===== config.mk =====
export PLATFORM = sky130hd
export DESIGN_NAME = multicycle_control_flat
export DESIGN_NICKNAME = d
export VERILOG_FILES = /design/src/rtl/multicycle_control_if.sv /design/src/rtl/multicycle_control.sv /design/src/flat_wrapper.sv
export SDC_FILE = /design/constraint.sdc
export NUM_CORES = 1
export LEC_CHECK = 0
export BUFFER_PORTS_ARGS = -buffer_cell sky130_fd_sc_hd__buf_2
export CAP_MARGIN = 0
export CORE_AREA = 4 4 43 45
export CTS_BUF_LIST = sky130_fd_sc_hd__clkbuf_4 sky130_fd_sc_hd__clkbuf_8
export DETAILED_ROUTE_END_ITERATION = 7
export DIE_AREA = 0 0 47 49
export PLACE_DENSITY = 0.76
export SLEW_MARGIN = 20
export SYNTH_ARGS = -nofsm -noshare
export SYNTH_HDL_FRONTEND = slang
export SYNTH_SLANG_ARGS = --single-unit

===== constraint.sdc =====
create_clock -name clk -period 3.5 [get_ports clk]
set_input_delay 0.7 -clock clk [delete_from_list [all_inputs] [get_ports clk]]
set_output_delay 0.7 -clock clk [all_outputs]
set_load 0.02 [all_outputs]

===== src/rtl/multicycle_control_if.sv =====
// Control <-> datapath signal bundle for the multicycle MIPS control FSM.
// master = control unit, slave = datapath side.
interface multicycle_control_if;
  // Datapath status into the control unit
  logic [5:0] Opcode;
  logic       Zero;
  logic       Mem_Ready;

  // Control strobes and mux selects out to the datapath
  logic       PC_En;
  logic       IR_Write;
  logic       Mem_Read;
  logic       Mem_Write;
  logic       IorD;
  logic       Reg_Write;
  logic       RegDst;
  logic       MemtoReg;
  logic       ALUSrcA;
  logic [1:0] ALUSrcB;
  logic [1:0] ALUOp;
  logic [1:0] PCSrc;
  logic       Illegal_Op;
  logic [3:0] State;

  modport master (
    input  Opcode, Zero, Mem_Ready,
    output PC_En, IR_Write, Mem_Read, Mem_Write, IorD, Reg_Write, RegDst,
           MemtoReg, ALUSrcA, ALUSrcB, ALUOp, PCSrc, Illegal_Op, State
  );

  modport slave (
    output Opcode, Zero, Mem_Ready,
    input  PC_En, IR_Write, Mem_Read, Mem_Write, IorD, Reg_Write, RegDst,
           MemtoReg, ALUSrcA, ALUSrcB, ALUOp, PCSrc, Illegal_Op, State
  );
endinterface


===== src/rtl/multicycle_control.sv =====
// Main control FSM of the multicycle MIPS core: fetch/decode/execute/mem/wb
// sequencing with memory wait-state stretching. Outputs are a Moore decode of
// the state register; PC_En/IR_Write are additionally gated by Mem_Ready/Zero.
module multicycle_control (
  input  logic                 clk,
  input  logic                 rst,
  multicycle_control_if.master bus
);

  localparam int unsigned STATE_W = 4;
  localparam int unsigned OP_W    = 6;
  localparam int unsigned SEL_W   = 2;

  typedef enum logic [STATE_W-1:0] {
    S_FETCH  = 4'd0,
    S_DECODE = 4'd1,
    S_MEMADR = 4'd2,
    S_MEMRD  = 4'd3,
    S_MEMWB  = 4'd4,
    S_MEMWR  = 4'd5,
    S_EXEC   = 4'd6,
    S_ALUWB  = 4'd7,
    S_BEQ    = 4'd8,
    S_ADDIEX = 4'd9,
    S_ADDIWB = 4'd10,
    S_JUMP   = 4'd11
  } state_t;

  localparam logic [OP_W-1:0] OP_RTYPE = 6'b000000;
  localparam logic [OP_W-1:0] OP_LW    = 6'b100011;
  localparam logic [OP_W-1:0] OP_SW    = 6'b101011;
  localparam logic [OP_W-1:0] OP_BEQ   = 6'b000100;
  localparam logic [OP_W-1:0] OP_ADDI  = 6'b001000;
  localparam logic [OP_W-1:0] OP_J     = 6'b000010;

  localparam logic [SEL_W-1:0] SRCB_B     = 2'b00;
  localparam logic [SEL_W-1:0] SRCB_FOUR  = 2'b01;
  localparam logic [SEL_W-1:0] SRCB_IMM   = 2'b10;
  localparam logic [SEL_W-1:0] SRCB_IMMSH = 2'b11;

  localparam logic [SEL_W-1:0] ALUOP_ADD   = 2'b00;
  localparam logic [SEL_W-1:0] ALUOP_SUB   = 2'b01;
  localparam logic [SEL_W-1:0] ALUOP_FUNCT = 2'b10;

  localparam logic [SEL_W-1:0] PCSRC_ALU    = 2'b00;
  localparam logic [SEL_W-1:0] PCSRC_ALUOUT = 2'b01;
  localparam logic [SEL_W-1:0] PCSRC_JUMP   = 2'b10;

  state_t r_state;
  state_t w_next;
  logic   r_is_sw;

  // Opcode classification, only meaningful while in DECODE
  logic w_op_rtype;
  logic w_op_lw;
  logic w_op_sw;
  logic w_op_beq;
  logic w_op_addi;
  logic w_op_j;
  logic w_op_legal;

  assign w_op_rtype = (bus.Opcode == OP_RTYPE);
  assign w_op_lw    = (bus.Opcode == OP_LW);
  assign w_op_sw    = (bus.Opcode == OP_SW);
  assign w_op_beq   = (bus.Opcode == OP_BEQ);
  assign w_op_addi  = (bus.Opcode == OP_ADDI);
  assign w_op_j     = (bus.Opcode == OP_J);
  assign w_op_legal = w_op_rtype | w_op_lw | w_op_sw | w_op_beq | w_op_addi | w_op_j;

  // State register; async reset aborts any instruction in flight
  always_ff @(posedge clk or posedge rst) begin
    if (rst) begin
      r_state <= S_FETCH;
    end else begin
      r_state <= w_next;
    end
  end

  // Remember lw vs sw at DECODE so MEMADR does not re-read the opcode
  always_ff @(posedge clk or posedge rst) begin
    if (rst) begin
      r_is_sw <= 1'b0;
    end else if (r_state == S_DECODE) begin
      r_is_sw <= w_op_sw;
    end
  end

  // Next-state logic
  always_comb begin
    w_next = S_FETCH;
    case (r_state)
      S_FETCH:  w_next = bus.Mem_Ready ? S_DECODE : S_FETCH;
      S_DECODE: begin
        if (w_op_lw || w_op_sw) w_next = S_MEMADR;
        else if (w_op_rtype)    w_next = S_EXEC;
        else if (w_op_beq)      w_next = S_BEQ;
        else if (w_op_addi)     w_next = S_ADDIEX;
        else if (w_op_j)        w_next = S_JUMP;
        else                    w_next = S_FETCH;
      end
      S_MEMADR: w_next = r_is_sw ? S_MEMWR : S_MEMRD;
      S_MEMRD:  w_next = bus.Mem_Ready ? S_MEMWB : S_MEMRD;
      S_MEMWB:  w_next = S_FETCH;
      S_MEMWR:  w_next = bus.Mem_Ready ? S_FETCH : S_MEMWR;
      S_EXEC:   w_next = S_ALUWB;
      S_ALUWB:  w_next = S_FETCH;
      S_BEQ:    w_next = S_FETCH;
      S_ADDIEX: w_next = S_ADDIWB;
      S_ADDIWB: w_next = S_FETCH;
      S_JUMP:   w_next = S_FETCH;
      default:  w_next = S_FETCH;
    endcase
  end

  logic             w_pc_en;
  logic             w_ir_write;
  logic             w_mem_read;
  logic             w_mem_write;
  logic             w_iord;
  logic             w_reg_write;
  logic             w_regdst;
  logic             w_memtoreg;
  logic             w_alusrca;
  logic [SEL_W-1:0] w_alusrcb;
  logic [SEL_W-1:0] w_aluop;
  logic [SEL_W-1:0] w_pcsrc;
  logic             w_illegal_op;

  // Output decode; reset masks every write/load strobe in the same cycle
  always_comb begin
    w_pc_en      = 1'b0;
    w_ir_write   = 1'b0;
    w_mem_read   = 1'b0;
    w_mem_write  = 1'b0;
    w_iord       = 1'b0;
    w_reg_write  = 1'b0;
    w_regdst     = 1'b0;
    w_memtoreg   = 1'b0;
    w_alusrca    = 1'b0;
    w_alusrcb    = SRCB_B;
    w_aluop      = ALUOP_ADD;
    w_pcsrc      = PCSRC_ALU;
    w_illegal_op = 1'b0;
    case (r_state)
      S_FETCH: begin
        w_mem_read = 1'b1;
        w_alusrcb  = SRCB_FOUR;
        w_ir_write = bus.Mem_Ready;
        w_pc_en    = bus.Mem_Ready;
      end
      S_DECODE: begin
        w_alusrcb    = SRCB_IMMSH;
        w_illegal_op = ~w_op_legal;
      end
      S_MEMADR: begin
        w_alusrca = 1'b1;
        w_alusrcb = SRCB_IMM;
      end
      S_MEMRD: begin
        w_mem_read = 1'b1;
        w_iord     = 1'b1;
      end
      S_MEMWB: begin
        w_reg_write = 1'b1;
        w_memtoreg  = 1'b1;
      end
      S_MEMWR: begin
        w_mem_write = 1'b1;
        w_iord      = 1'b1;
      end
      S_EXEC: begin
        w_alusrca = 1'b1;
        w_aluop   = ALUOP_FUNCT;
      end
      S_ALUWB: begin
        w_reg_write = 1'b1;
        w_regdst    = 1'b1;
      end
      S_BEQ: begin
        w_alusrca = 1'b1;
        w_aluop   = ALUOP_SUB;
        w_pcsrc   = PCSRC_ALUOUT;
        w_pc_en   = bus.Zero;
      end
      S_ADDIEX: begin
        w_alusrca = 1'b1;
        w_alusrcb = SRCB_IMM;
      end
      S_ADDIWB: begin
        w_reg_write = 1'b1;
      end
      S_JUMP: begin
        w_pcsrc = PCSRC_JUMP;
        w_pc_en = 1'b1;
      end
      default: begin
        w_pc_en = 1'b0;
      end
    endcase
    if (rst) begin
      w_pc_en      = 1'b0;
      w_ir_write   = 1'b0;
      w_reg_write  = 1'b0;
      w_mem_write  = 1'b0;
      w_illegal_op = 1'b0;
    end
  end

  assign bus.PC_En      = w_pc_en;
  assign bus.IR_Write   = w_ir_write;
  assign bus.Mem_Read   = w_mem_read;
  assign bus.Mem_Write  = w_mem_write;
  assign bus.IorD       = w_iord;
  assign bus.Reg_Write  = w_reg_write;
  assign bus.RegDst     = w_regdst;
  assign bus.MemtoReg   = w_memtoreg;
  assign bus.ALUSrcA    = w_alusrca;
  assign bus.ALUSrcB    = w_alusrcb;
  assign bus.ALUOp      = w_aluop;
  assign bus.PCSrc      = w_pcsrc;
  assign bus.Illegal_Op = w_illegal_op;
  assign bus.State      = STATE_W'(r_state);

endmodule


===== src/flat_wrapper.sv =====
// flat-port wrapper written by rule: the top's interface ports become plain ports
module multicycle_control_flat 
  (clk, rst, bus_Opcode, bus_Zero, bus_Mem_Ready, bus_PC_En, bus_IR_Write, bus_Mem_Read, bus_Mem_Write, bus_IorD, bus_Reg_Write, bus_RegDst, bus_MemtoReg, bus_ALUSrcA, bus_ALUSrcB, bus_ALUOp, bus_PCSrc, bus_Illegal_Op, bus_State);
  multicycle_control_if bus_i ();
  input  logic clk;
  input  logic rst;
  input wire logic [$bits(bus_i.Opcode)-1:0] bus_Opcode;
  input wire logic [$bits(bus_i.Zero)-1:0] bus_Zero;
  input wire logic [$bits(bus_i.Mem_Ready)-1:0] bus_Mem_Ready;
  output wire logic [$bits(bus_i.PC_En)-1:0] bus_PC_En;
  output wire logic [$bits(bus_i.IR_Write)-1:0] bus_IR_Write;
  output wire logic [$bits(bus_i.Mem_Read)-1:0] bus_Mem_Read;
  output wire logic [$bits(bus_i.Mem_Write)-1:0] bus_Mem_Write;
  output wire logic [$bits(bus_i.IorD)-1:0] bus_IorD;
  output wire logic [$bits(bus_i.Reg_Write)-1:0] bus_Reg_Write;
  output wire logic [$bits(bus_i.RegDst)-1:0] bus_RegDst;
  output wire logic [$bits(bus_i.MemtoReg)-1:0] bus_MemtoReg;
  output wire logic [$bits(bus_i.ALUSrcA)-1:0] bus_ALUSrcA;
  output wire logic [$bits(bus_i.ALUSrcB)-1:0] bus_ALUSrcB;
  output wire logic [$bits(bus_i.ALUOp)-1:0] bus_ALUOp;
  output wire logic [$bits(bus_i.PCSrc)-1:0] bus_PCSrc;
  output wire logic [$bits(bus_i.Illegal_Op)-1:0] bus_Illegal_Op;
  output wire logic [$bits(bus_i.State)-1:0] bus_State;
  assign bus_i.Opcode = bus_Opcode;
  assign bus_i.Zero = bus_Zero;
  assign bus_i.Mem_Ready = bus_Mem_Ready;
  assign bus_PC_En = bus_i.PC_En;
  assign bus_IR_Write = bus_i.IR_Write;
  assign bus_Mem_Read = bus_i.Mem_Read;
  assign bus_Mem_Write = bus_i.Mem_Write;
  assign bus_IorD = bus_i.IorD;
  assign bus_Reg_Write = bus_i.Reg_Write;
  assign bus_RegDst = bus_i.RegDst;
  assign bus_MemtoReg = bus_i.MemtoReg;
  assign bus_ALUSrcA = bus_i.ALUSrcA;
  assign bus_ALUSrcB = bus_i.ALUSrcB;
  assign bus_ALUOp = bus_i.ALUOp;
  assign bus_PCSrc = bus_i.PCSrc;
  assign bus_Illegal_Op = bus_i.Illegal_Op;
  assign bus_State = bus_i.State;
  multicycle_control u_core (.clk(clk), .rst(rst), .bus(bus_i));
endmodule

==> results of run 1 <==
[power by group through the flow]
stage	combinational, mW	sequential, mW	clock, mW
final	0.272	0.120	0.0752
after global routing	0.298	0.127	0.0857
after CTS	0.273	0.120	0.0801
after detailed placement	0.273	0.121	0
after global placement	0.271	0.120	0
after floorplan	0.215	0.101	0
[cell families (layout without fill, tap and decap cells)]
kind of cell | after synthesis | in the layout | synth area share [%]
buffers and inverters | 6 | 35 | 5.947
XOR/XNOR | 4 | 4 | 6.169
AND/OR/NAND/NOR | 44 | 44 | 41.63
AO/OA/AOI/OAI | 20 | 20 | 24.23
flip-flops | 5 | 5 | 22.03
[placed cells by master, fill, tap and decap left out]
cell,instances
nor3b_1,1
inv_1,2
xnor2_1,1
and4_1,1
nor2b_1,5
o32ai_1,1
o21ai_1,1
or2_1,1
nand4_1,1
nor2_1,9
nand2b_1,6
or3b_1,1
o2111ai_1,1
xor2_1,3
o211ai_1,2
nand3_1,3
a211oi_2,1
nor3_1,7
o22a_1,1
or3_1,1
o221ai_1,1
a21o_1,1
a211oi_1,1
buf_2,29
o21a_1,1
o21ai_0,6
o31ai_1,1
dfrtp_1,5
nand2_1,4
clkbuf_4,4
a21oi_1,2
nor4_1,1
and3_1,3
[registers in the layout, indices dropped and copies added, names as in the netlist]
signal,flops
u_core.bus.State,4
u_core.r_is_sw,1
[layer usage]
| metal | vias up | GRT usage (%) |
|---|---|---|
| met1 | 282 | 18.89 |
| li1 | 347 | - |
| met5 | - | 0 |
| met3 | 2 | 5.535 |
| met2 | 25 | 20.14 |
| met4 | 0 | 5.530 |
[worst paths after layout]
kind	startpoint	end	slack, ns	cells past startpoint
max	u_core.bus.State[1]$_DFF_PP0_	bus_PC_En	0.98	4
min	rst	u_core.bus.State[0]$_DFF_PP0_	0.40	2
max reg2reg	u_core.bus.State[1]$_DFF_PP0_	u_core.bus.State[1]$_DFF_PP0_	2.08	3
min reg2reg	u_core.r_is_sw$_DFFE_PP0P_	u_core.r_is_sw$_DFFE_PP0P_	0.56	2
max in group asynchronous	rst	u_core.bus.State[3]$_DFF_PP0_	2.92	2
min in group clk	u_core.r_is_sw$_DFFE_PP0P_	u_core.r_is_sw$_DFFE_PP0P_	0.56	2
[area by class of cell]
cell class	instances	area [um^2]
clock buffers	4	30.03
fillers	155	734.5
inverters	2	7.507
multi-input cells	68	409.1
flip-flops and latches	5	125.1
well taps	16	20.02
repair buffers	29	145.1
[through the flow]
stage	hold WS (ns)	utilization, %
after floorplan	0.4839	-
after global placement	0.5256	48.04
after detailed placement	0.5697	48.04
after CTS	0.3920	50.09
after global routing	0.3998	50.09
final	0.4010	50.09
==> summary.md, run 1 <==
| Metric | Value |
|---|---|
| Period utilisation layout | `71.97%` |
| Post-layout instance area | `737.0 um^2` |
| Pre-CTS setup slack | `1.160 ns` |
| Final wirelength | `1.487 mm` |
| Netlist cell types | `33` |
| TritonCTS sink count | `5` |
| Finish-stage setup viols | `0` |
| Ys flop type | `dfrtp_1` |
| Post-synth top cells | `nor2_1, nor3_1, nand2b_1, o21ai_0` |
| Ys async rst share | `100.0%` |
| Sw Pwr | `242.6 uW` |
| Worst path max stage delay | `0.59 ns` |
| Residual DRC | `0` |
| Initial antenna violation count | `0` |
| P_leak | `0.3591 nW` |
| Rel. slew slack | `60.76%` |
| Setup TNS | `0 ns` |
| Met2 routed wirelength | `629 um` |
| Hold Fails Final Rpt | `0` |
| Min-delay worst type | `input port to async pin` |
| CP delay by family, top | `flip-flops` |
| # resized after CTS | `0` |
| Post-Syn Area | `568.0 um^2` |
| Fin. max-slew vios | `0` |
| Seq/Total Area, Yosys | `22.03%` |
| Die area | `2303 um^2` |
| Final Power | `466.7 uW` |
| Share of layout cells above drive strength 1 | `31.48%` |
| Sequential share of power | `25.6%` |
| CTS H-tree depth | `1` |
| Post-route minimum period | `2.519 ns` |
| CP max stage cell | `dfrtp_1` |
| First-pass GRT wire length | `2.401 mm` |
| Worst slew pin tran | `0.5886 ns` |
| CP required | `2.80 ns` |
| Clock Latency Late Sink | `0.24 ns` |
| Initial DRC Count | `11` |
| Core area | `1471 um^2` |
| Worst Path Arrival | `1.82 ns` |
| Ranking of synthesized cells by area | `dfrtp_1, nand2b_1, nor3_1` |
| Post-placement cell count | `120` |
| Clock Skew | `0.0006581 ns` |
| Cell internal pwr | `224.1 uW` |
| DRT antenna net count | `0` |
| Mapped Cells | `79` |
| Nets | `119` |
| Overall Global Routing Usage | `14.20%` |
| Vias per cell | `5.290` |
| Worst Path Max Fanout | `20` |
| Crit Path Class | `flip-flop to output port` |
| Routed vias | `656` |
| ANT cells | `0` |
| Worst-path clk slew | `0.04 ns` |
| Met3 WL post-DR | `152 um` |
| Initial Utilization | `38.61%` |
| Input/output buffers | `29` |
| Yosys warning count | `0` |
| Final WS setup | `0.9811 ns` |
| Wire length per cell | `11.99 um` |
| CTS max path bufs | `2` |
| Layout area overhead | `29.74%` |
| Cell Pwr Density | `633.3 nW/um^2` |
| Syn nets | `89` |
| Post-DP HPWL | `1.138 mm` |
| CTS Root Cell | `clkbuf_4` |
| # Max-Cap Violations | `0` |
| DR top layer | `met4` |
| Clock network power share | `16.1%` |
| Cell taking the most area after synthesis | `dfrtp_1` |
| Worst VDD drop | `0.0002817 V` |
| Crit start category | `flip-flop` |
| Placement Cell Area | `706.9 um^2` |
| Hold_buf cts | `0` |
| Unrepaired setup endpoints after global routing | `no` |
| #FFs+latches synth | `5` |
| Total grt overflow | `0` |
| Die height | `49 um` |
| CP Capture Type | `output port` |
| Die width | `47 um` |
| Outcome | `complete, no violations` |
| Cells along the critical path | `or3b_1 -> a21o_1 -> a211oi_2 -> buf_2` |
| CTS tree | `yes` |
| Bufs and invs on worst path | `1` |
| Post-synth EDFFs | `0` |
| I/O Pins | `30` |
| Router iterations before antenna repair | `3` |
| Fraction of power spent switching nets | `51.98%` |
| # Post-CTS Setup Buffers | `0` |
| Metal-1 WL | `697 um` |
| Comb pwr share | `58.2%` |
| Mean area per synthesized cell | `7.190 um^2` |
| Final non-filler cell total | `124` |
| Max Clock Freq | `397.0 MHz` |
| Cts bufs inserted | `3` |
| Num rows | `14` |
| Count leader, synth | `nor2_1` |
| Routability congestion estimate | `0.7729` |
| Number of global-route vias before repair | `539` |
| Synth top area share | `22.03%` |
| Largest net degree at the start of global routing | `21` |
Power figures use the tool's default switching activity.
==> run 2: changes to the inputs <==
--- a/config.mk
+++ b/config.mk
@@ -5,13 +5,14 @@
 export SDC_FILE = /design/constraint.sdc
 export NUM_CORES = 1
 export LEC_CHECK = 0
+export ABC_AREA = 1
 export BUFFER_PORTS_ARGS = -buffer_cell sky130_fd_sc_hd__buf_2
 export CAP_MARGIN = 0
-export CORE_AREA = 4 4 43 45
+export CORE_AREA = 4 4 42 44
 export CTS_BUF_LIST = sky130_fd_sc_hd__clkbuf_4 sky130_fd_sc_hd__clkbuf_8
 export DETAILED_ROUTE_END_ITERATION = 7
-export DIE_AREA = 0 0 47 49
-export PLACE_DENSITY = 0.76
+export DIE_AREA = 0 0 46 48
+export PLACE_DENSITY = 0.79
 export SLEW_MARGIN = 20
 export SYNTH_ARGS = -nofsm -noshare
 export SYNTH_HDL_FRONTEND = slang
==> constraint.sdc (replaced) <==
create_clock -name clk -period 2.15 [get_ports clk]
set_input_delay 0.43 -clock clk [delete_from_list [all_inputs] [get_ports clk]]
set_output_delay 0.43 -clock clk [all_outputs]
set_load 0.02 [all_outputs]
==> summary.md, run 2 <==
| Metric | Value |
|---|---|
| Outcome | `complete, no violations` |
| Ys async rst share | `100.0%` |
| Yosys warning count | `0` |
| Post-synth EDFFs | `0` |
| Router iterations before antenna repair | `4` |
| Cell taking the most area after synthesis | `dfrtp_1` |
| Cts bufs inserted | `3` |
| ANT cells | `0` |
| Mapped Cells | `100` |
| Fin. max-slew vios | `0` |
| Post-route minimum period | `1.923 ns` |
| Bufs and invs on worst path | `2` |
| Count leader, synth | `nand2_1` |
| Final Power | `775.5 uW` |
| #FFs+latches synth | `5` |
| Ys flop type | `dfrtp_1` |
| # Post-CTS Setup Buffers | `0` |
| Max Clock Freq | `520.0 MHz` |
| DRT antenna net count | `0` |
| Largest net degree at the start of global routing | `9` |
| Overall Global Routing Usage | `15.49%` |
| Residual DRC | `0` |
| Nets | `144` |
| Core area | `1436 um^2` |
| Crit start category | `flip-flop` |
| CP Capture Type | `output port` |
| Worst-case reg-to-reg path depth | `7` |
| CP max stage cell | `dfrtp_1` |
| Synth top area share | `23.36%` |
| CTS H-tree depth | `1` |
| Cells along the critical path | `inv_1 -> nand2_1 -> nor2_4 -> nand4_1 -> nor2_1 -> buf_2` |
| Netlist cell types | `13` |
| Vias per cell | `4.664` |
| Initial antenna violation count | `0` |
| Met2 routed wirelength | `738 um` |
| Die width | `46 um` |
| Clock Skew | `0.0006116 ns` |
| First-pass GRT wire length | `2.421 mm` |
| DR top layer | `met4` |
| Mean area per synthesized cell | `5.355 um^2` |
| Worst slew pin tran | `0.2947 ns` |
| Cell Pwr Density | `1061 nW/um^2` |
| Worst Path Max Fanout | `7` |
| Layout area overhead | `36.45%` |
| Commonest non-fill, non-tap cell in the layout | `buf_2` |
| TritonCTS sink count | `5` |
| Routability congestion estimate | `0.9161` |
| P_leak | `0.5228 nW` |
| Seq/Total Area, Yosys | `23.36%` |
| Clock Latency Late Sink | `0.24 ns` |
| Post-layout instance area | `730.7 um^2` |
| Worst Path Arrival | `1.49 ns` |
| CTS Root Cell | `clkbuf_4` |
| Placement Cell Area | `700.7 um^2` |
| Syn nets | `110` |
| Worst VDD drop | `0.0004545 V` |
| Unrepaired setup endpoints after global routing | `no` |
| CTS max path bufs | `2` |
| Hold Fails Final Rpt | `0` |
| Most frequent cells in the layout | `buf_2, nand2_1, inv_1` |
| CP required | `1.72 ns` |
| # resized after CTS | `0` |
| CP delay by family, top | `simple AND/OR/NAND/NOR gates` |
| Post-Syn Area | `535.5 um^2` |
| Max reg flops | `4` |
| Hold_buf cts | `0` |
| Period utilisation layout | `89.45%` |
| Ranking of synthesized cells by area | `dfrtp_1, nand2_1, inv_1` |
| R2r startpoint | `u_core.bus.State[2]$_DFF_PP0_` |
| # Max-Cap Violations | `0` |
| Die height | `48 um` |
| Die area | `2208 um^2` |
| R2R setup slack | `1.02 ns` |
| Initial DRC Count | `10` |
| Final wirelength | `1.520 mm` |
| Min-delay worst type | `input port to async pin` |
| CTS tree | `yes` |
| Routed vias | `695` |
| Total grt overflow | `0` |
| Wire length per cell | `10.20 um` |
| Terminus of the critical flop-to-flop path | `u_core.bus.State[1]$_DFF_PP0_` |
| Crit Path Class | `flip-flop to output port` |
| Metal-1 WL | `594 um` |
| Post-DP HPWL | `1.320 mm` |
| Num rows | `14` |
| Rel. slew slack | `80.28%` |
| Input/output buffers | `29` |
| Fin util | `50.87%` |
| I/O Pins | `30` |
| Setup TNS | `0 ns` |
| Worst-path clk slew | `0.04 ns` |
| Hold WS | `0.1406 ns` |
| Finish-stage setup viols | `0` |
| Post-synth top cells | `nand2_1, inv_1, nor2_1` |
| Met3 WL post-DR | `174 um` |
| Initial Utilization | `37.28%` |
| Worst path max stage delay | `0.39 ns` |
| Share of layout cells above drive strength 1 | `30.83%` |
| Number of global-route vias before repair | `592` |
run 2: logic make-up (layout without fill, tap and decap cells):
kind of cell / after synthesis / count (layout) / share of synthesized area, %
flip-flops: 5 / 5 / 23.36
AO/OA/AOI/OAI: 6 / 6 / 6.308
AND/OR/NAND/NOR: 68 / 68 / 55.61
buffers and inverters: 21 / 54 / 14.72
run 2: worst max-delay path by stage:
stage | slack (ns) | start | depth (start not counted) | end
floorplan | 0.41 | u_core.bus.State[2]$_DFF_PP0_ | 7 | bus_PC_En
CTS | 0.22 | u_core.bus.State[2]$_DFF_PP0_ | 6 | bus_Illegal_Op
finish | 0.23 | u_core.bus.State[2]$_DFF_PP0_ | 6 | bus_Illegal_Op
detailed placement | 0.40 | bus_Opcode[4] | 6 | bus_Illegal_Op
global route | 0.11 | u_core.bus.State[2]$_DFF_PP0_ | 6 | bus_Illegal_Op
global placement | 0.49 | bus_Opcode[4] | 6 | bus_Illegal_Op
run 2: layer usage:
layer | global-route usage [%] | up-vias
met5 | 0 | -
met4 | 6.818 | 0
met3 | 3.759 | 2
met2 | 29.40 | 37
met1 | 15.96 | 287
li1 | - | 369
run 2: report_power, final:
part	switching, mW	internal (mW)	total, mW
logic	0.343	0.154	0.498
registers	0.0400	0.118	0.158
clock network	0.0372	0.0826	0.120
total	0.421	0.355	0.775
run 2: stage by stage:
stage                     instances  worst slack (ns)
final                           149            0.2269
after global routing            149            0.1078
after CTS                       149            0.2225
after detailed placement        145            0.3974
after global placement          145            0.4929
after floorplan                 100            0.4090
run 2: area by class of cell:
class	count	area, um^2
Timing Repair Buffer	29	145.1
Inverter	21	78.83
Fill cell	166	705.7
Multi-Input combinational cell	74	331.6
Sequential cell	5	125.1
Clock buffer	4	30.03
Tap cell	16	20.02
==> run 3: changes to the inputs <==
--- a/config.mk
+++ b/config.mk
@@ -7,12 +7,14 @@
 export LEC_CHECK = 0
 export ABC_AREA = 1
 export BUFFER_PORTS_ARGS = -buffer_cell sky130_fd_sc_hd__buf_2
-export CAP_MARGIN = 0
+export CAP_MARGIN = 20
 export CORE_AREA = 4 4 42 44
 export CTS_BUF_LIST = sky130_fd_sc_hd__clkbuf_4 sky130_fd_sc_hd__clkbuf_8
+export CTS_CLUSTER_DIAMETER = 40
 export DETAILED_ROUTE_END_ITERATION = 7
 export DIE_AREA = 0 0 46 48
 export PLACE_DENSITY = 0.79
+export RECOVER_POWER = 50
 export SLEW_MARGIN = 20
 export SYNTH_ARGS = -nofsm -noshare
 export SYNTH_HDL_FRONTEND = slang
==> summary.md, run 3 (synthesized netlist as in run 2, its figures left out) <==
| Metric | Value |
|---|---|
| CTS Root Cell | `clkbuf_4` |
| Routability congestion estimate | `0.9161` |
| Initial DRC Count | `10` |
| # Max-Cap Violations | `0` |
| Fraction of power spent switching nets | `54.99%` |
| Max reg flops | `4` |
| Min-delay worst type | `input port to async pin` |
| Outcome | `complete, no violations` |
| Cells along the critical path | `inv_1 -> nand2_1 -> nor2_4 -> nand4_1 -> nor2_1 -> buf_2` |
| Pre-CTS setup slack | `0.3974 ns` |
| ANT cells | `0` |
| DRT antenna net count | `0` |
| CTS H-tree depth | `1` |
| # Post-CTS Setup Buffers | `0` |
| P_leak | `0.5025 nW` |
| Crit start category | `flip-flop` |
| Worst slew pin tran | `0.2947 ns` |
| Final wirelength | `1.525 mm` |
| Placement Cell Area | `700.7 um^2` |
| Metal-1 WL | `602 um` |
| Met3 WL post-DR | `172 um` |
| Core area | `1436 um^2` |
| Commonest non-fill, non-tap cell in the layout | `nand2_1` |
| Routed vias | `695` |
| Comb pwr share | `63.7%` |
| Share of layout cells above drive strength 1 | `26.32%` |
| Input/output buffers | `29` |
| Post-route minimum period | `1.925 ns` |
| Largest net degree at the start of global routing | `9` |
| Nets | `144` |
| Post-DP HPWL | `1.320 mm` |
| CP max stage cell | `dfrtp_1` |
| Cell Pwr Density | `1061 nW/um^2` |
| Worst VDD drop | `0.0004503 V` |
| Setup TNS | `0 ns` |
| Rel. slew slack | `80.28%` |
| Overall Global Routing Usage | `15.49%` |
| Worst Path Arrival | `1.50 ns` |
| Num rows | `14` |
| Sequential share of power | `20.7%` |
| Router iterations before antenna repair | `4` |
| Final WS setup | `0.2247 ns` |
| Period utilisation layout | `89.55%` |
| Total grt overflow | `0` |
| CTS tree | `yes` |
| Most frequent cells in the layout | `nand2_1, buf_2, inv_1` |
| First-pass GRT wire length | `2.421 mm` |
| Post-layout instance area | `723.2 um^2` |
| CTS max path bufs | `2` |
| DR top layer | `met4` |
| Initial Utilization | `37.28%` |
| Unrepaired setup endpoints after global routing | `no` |
| Clock network power share | `15.6%` |
| Finish-stage setup viols | `0` |
| Met2 routed wirelength | `737 um` |
| Die width | `46 um` |
| Number of global-route vias before repair | `592` |
| Clock Latency Late Sink | `0.24 ns` |
| Crit Path Class | `flip-flop to output port` |
| Wire length per cell | `10.23 um` |
| Vias per cell | `4.664` |
| Die area | `2208 um^2` |
| # resized after CTS | `0` |
| CP Capture Type | `output port` |
| Die height | `48 um` |
| Cts bufs inserted | `3` |
| TritonCTS sink count | `5` |
| Hold_buf cts | `0` |
| Clock Skew | `0.0006116 ns` |
| Sw Pwr | `422.1 uW` |
| Fin. max-slew vios | `0` |
| Max Clock Freq | `519.4 MHz` |
| Worst-path clk slew | `0.04 ns` |
| Cell internal pwr | `345.5 uW` |
| Worst path max stage delay | `0.39 ns` |
| Residual DRC | `0` |
| Hold Fails Final Rpt | `0` |
| Layout area overhead | `35.05%` |
| Worst Path Max Fanout | `7` |
| CP required | `1.72 ns` |
| I/O Pins | `30` |
| Initial antenna violation count | `0` |
run 3: final timing paths:
kind                            cells past startpoint                     startpoint  slack (ns)                       endpoint
worst min-delay path                                2                            rst        0.13  u_core.bus.State[0]$_DFF_PP0_
worst max register to register                      7  u_core.bus.State[2]$_DFF_PP0_        1.01  u_core.bus.State[1]$_DFF_PP0_
worst min register to register                      3     u_core.r_is_sw$_DFFE_PP0P_        0.59  u_core.bus.State[1]$_DFF_PP0_
min in group clk                                    4                  bus_Opcode[2]        0.52  u_core.bus.State[2]$_DFF_PP0_
worst max-delay path                                6  u_core.bus.State[2]$_DFF_PP0_        0.22                 bus_Illegal_Op
max in group asynchronous                           2                            rst        1.79     u_core.r_is_sw$_DFFE_PP0P_
run 3: power groups by stage:
stage	Sequential [mW]	Clock, mW	Combinational (mW)
2_1_floorplan	0.179	0	0.325
3_3_place_gp	0.160	0	0.496
3_5_place_dp	0.160	0	0.502
4_1_cts	0.159	0.124	0.504
5_1_grt	0.167	0.130	0.544
6_report	0.159	0.120	0.489
run 3: per-stage QoR:
stage	total power, mW	std cells	utilization, %	hold slack, ns
6_report	0.7677	149	50.35	0.1306
3_3_place_gp	0.6555	145	48.78	0.3970
5_1_grt	0.8414	149	50.35	0.1473
3_5_place_dp	0.6627	145	48.78	0.4037
2_1_floorplan	0.5048	100	-	0.2335
4_1_cts	0.7867	149	50.87	0.1453
run 3: per-layer routing:
metal	up-vias	track usage [%]
met3	2	3.759
met4	0	6.818
met2	37	29.40
li1	369	-
met1	287	15.96
met5	-	0
run 3: area by class of cell:
class / count / area (um^2)
tap: 16 / 20.02
timing repair buffer: 29 / 137.6
clock buffer: 4 / 30.03
multi-input combinational: 74 / 331.6
sequential: 5 / 125.1
inverter: 21 / 78.83
fill: 172 / 713.2
run 3: critical path, delay by kind of cell (launching register included):
family | cells | cell delay [ns]
buffers and inverters | 2 | 0.32
flip-flops | 1 | 0.39
AND/OR/NAND/NOR | 4 | 0.53
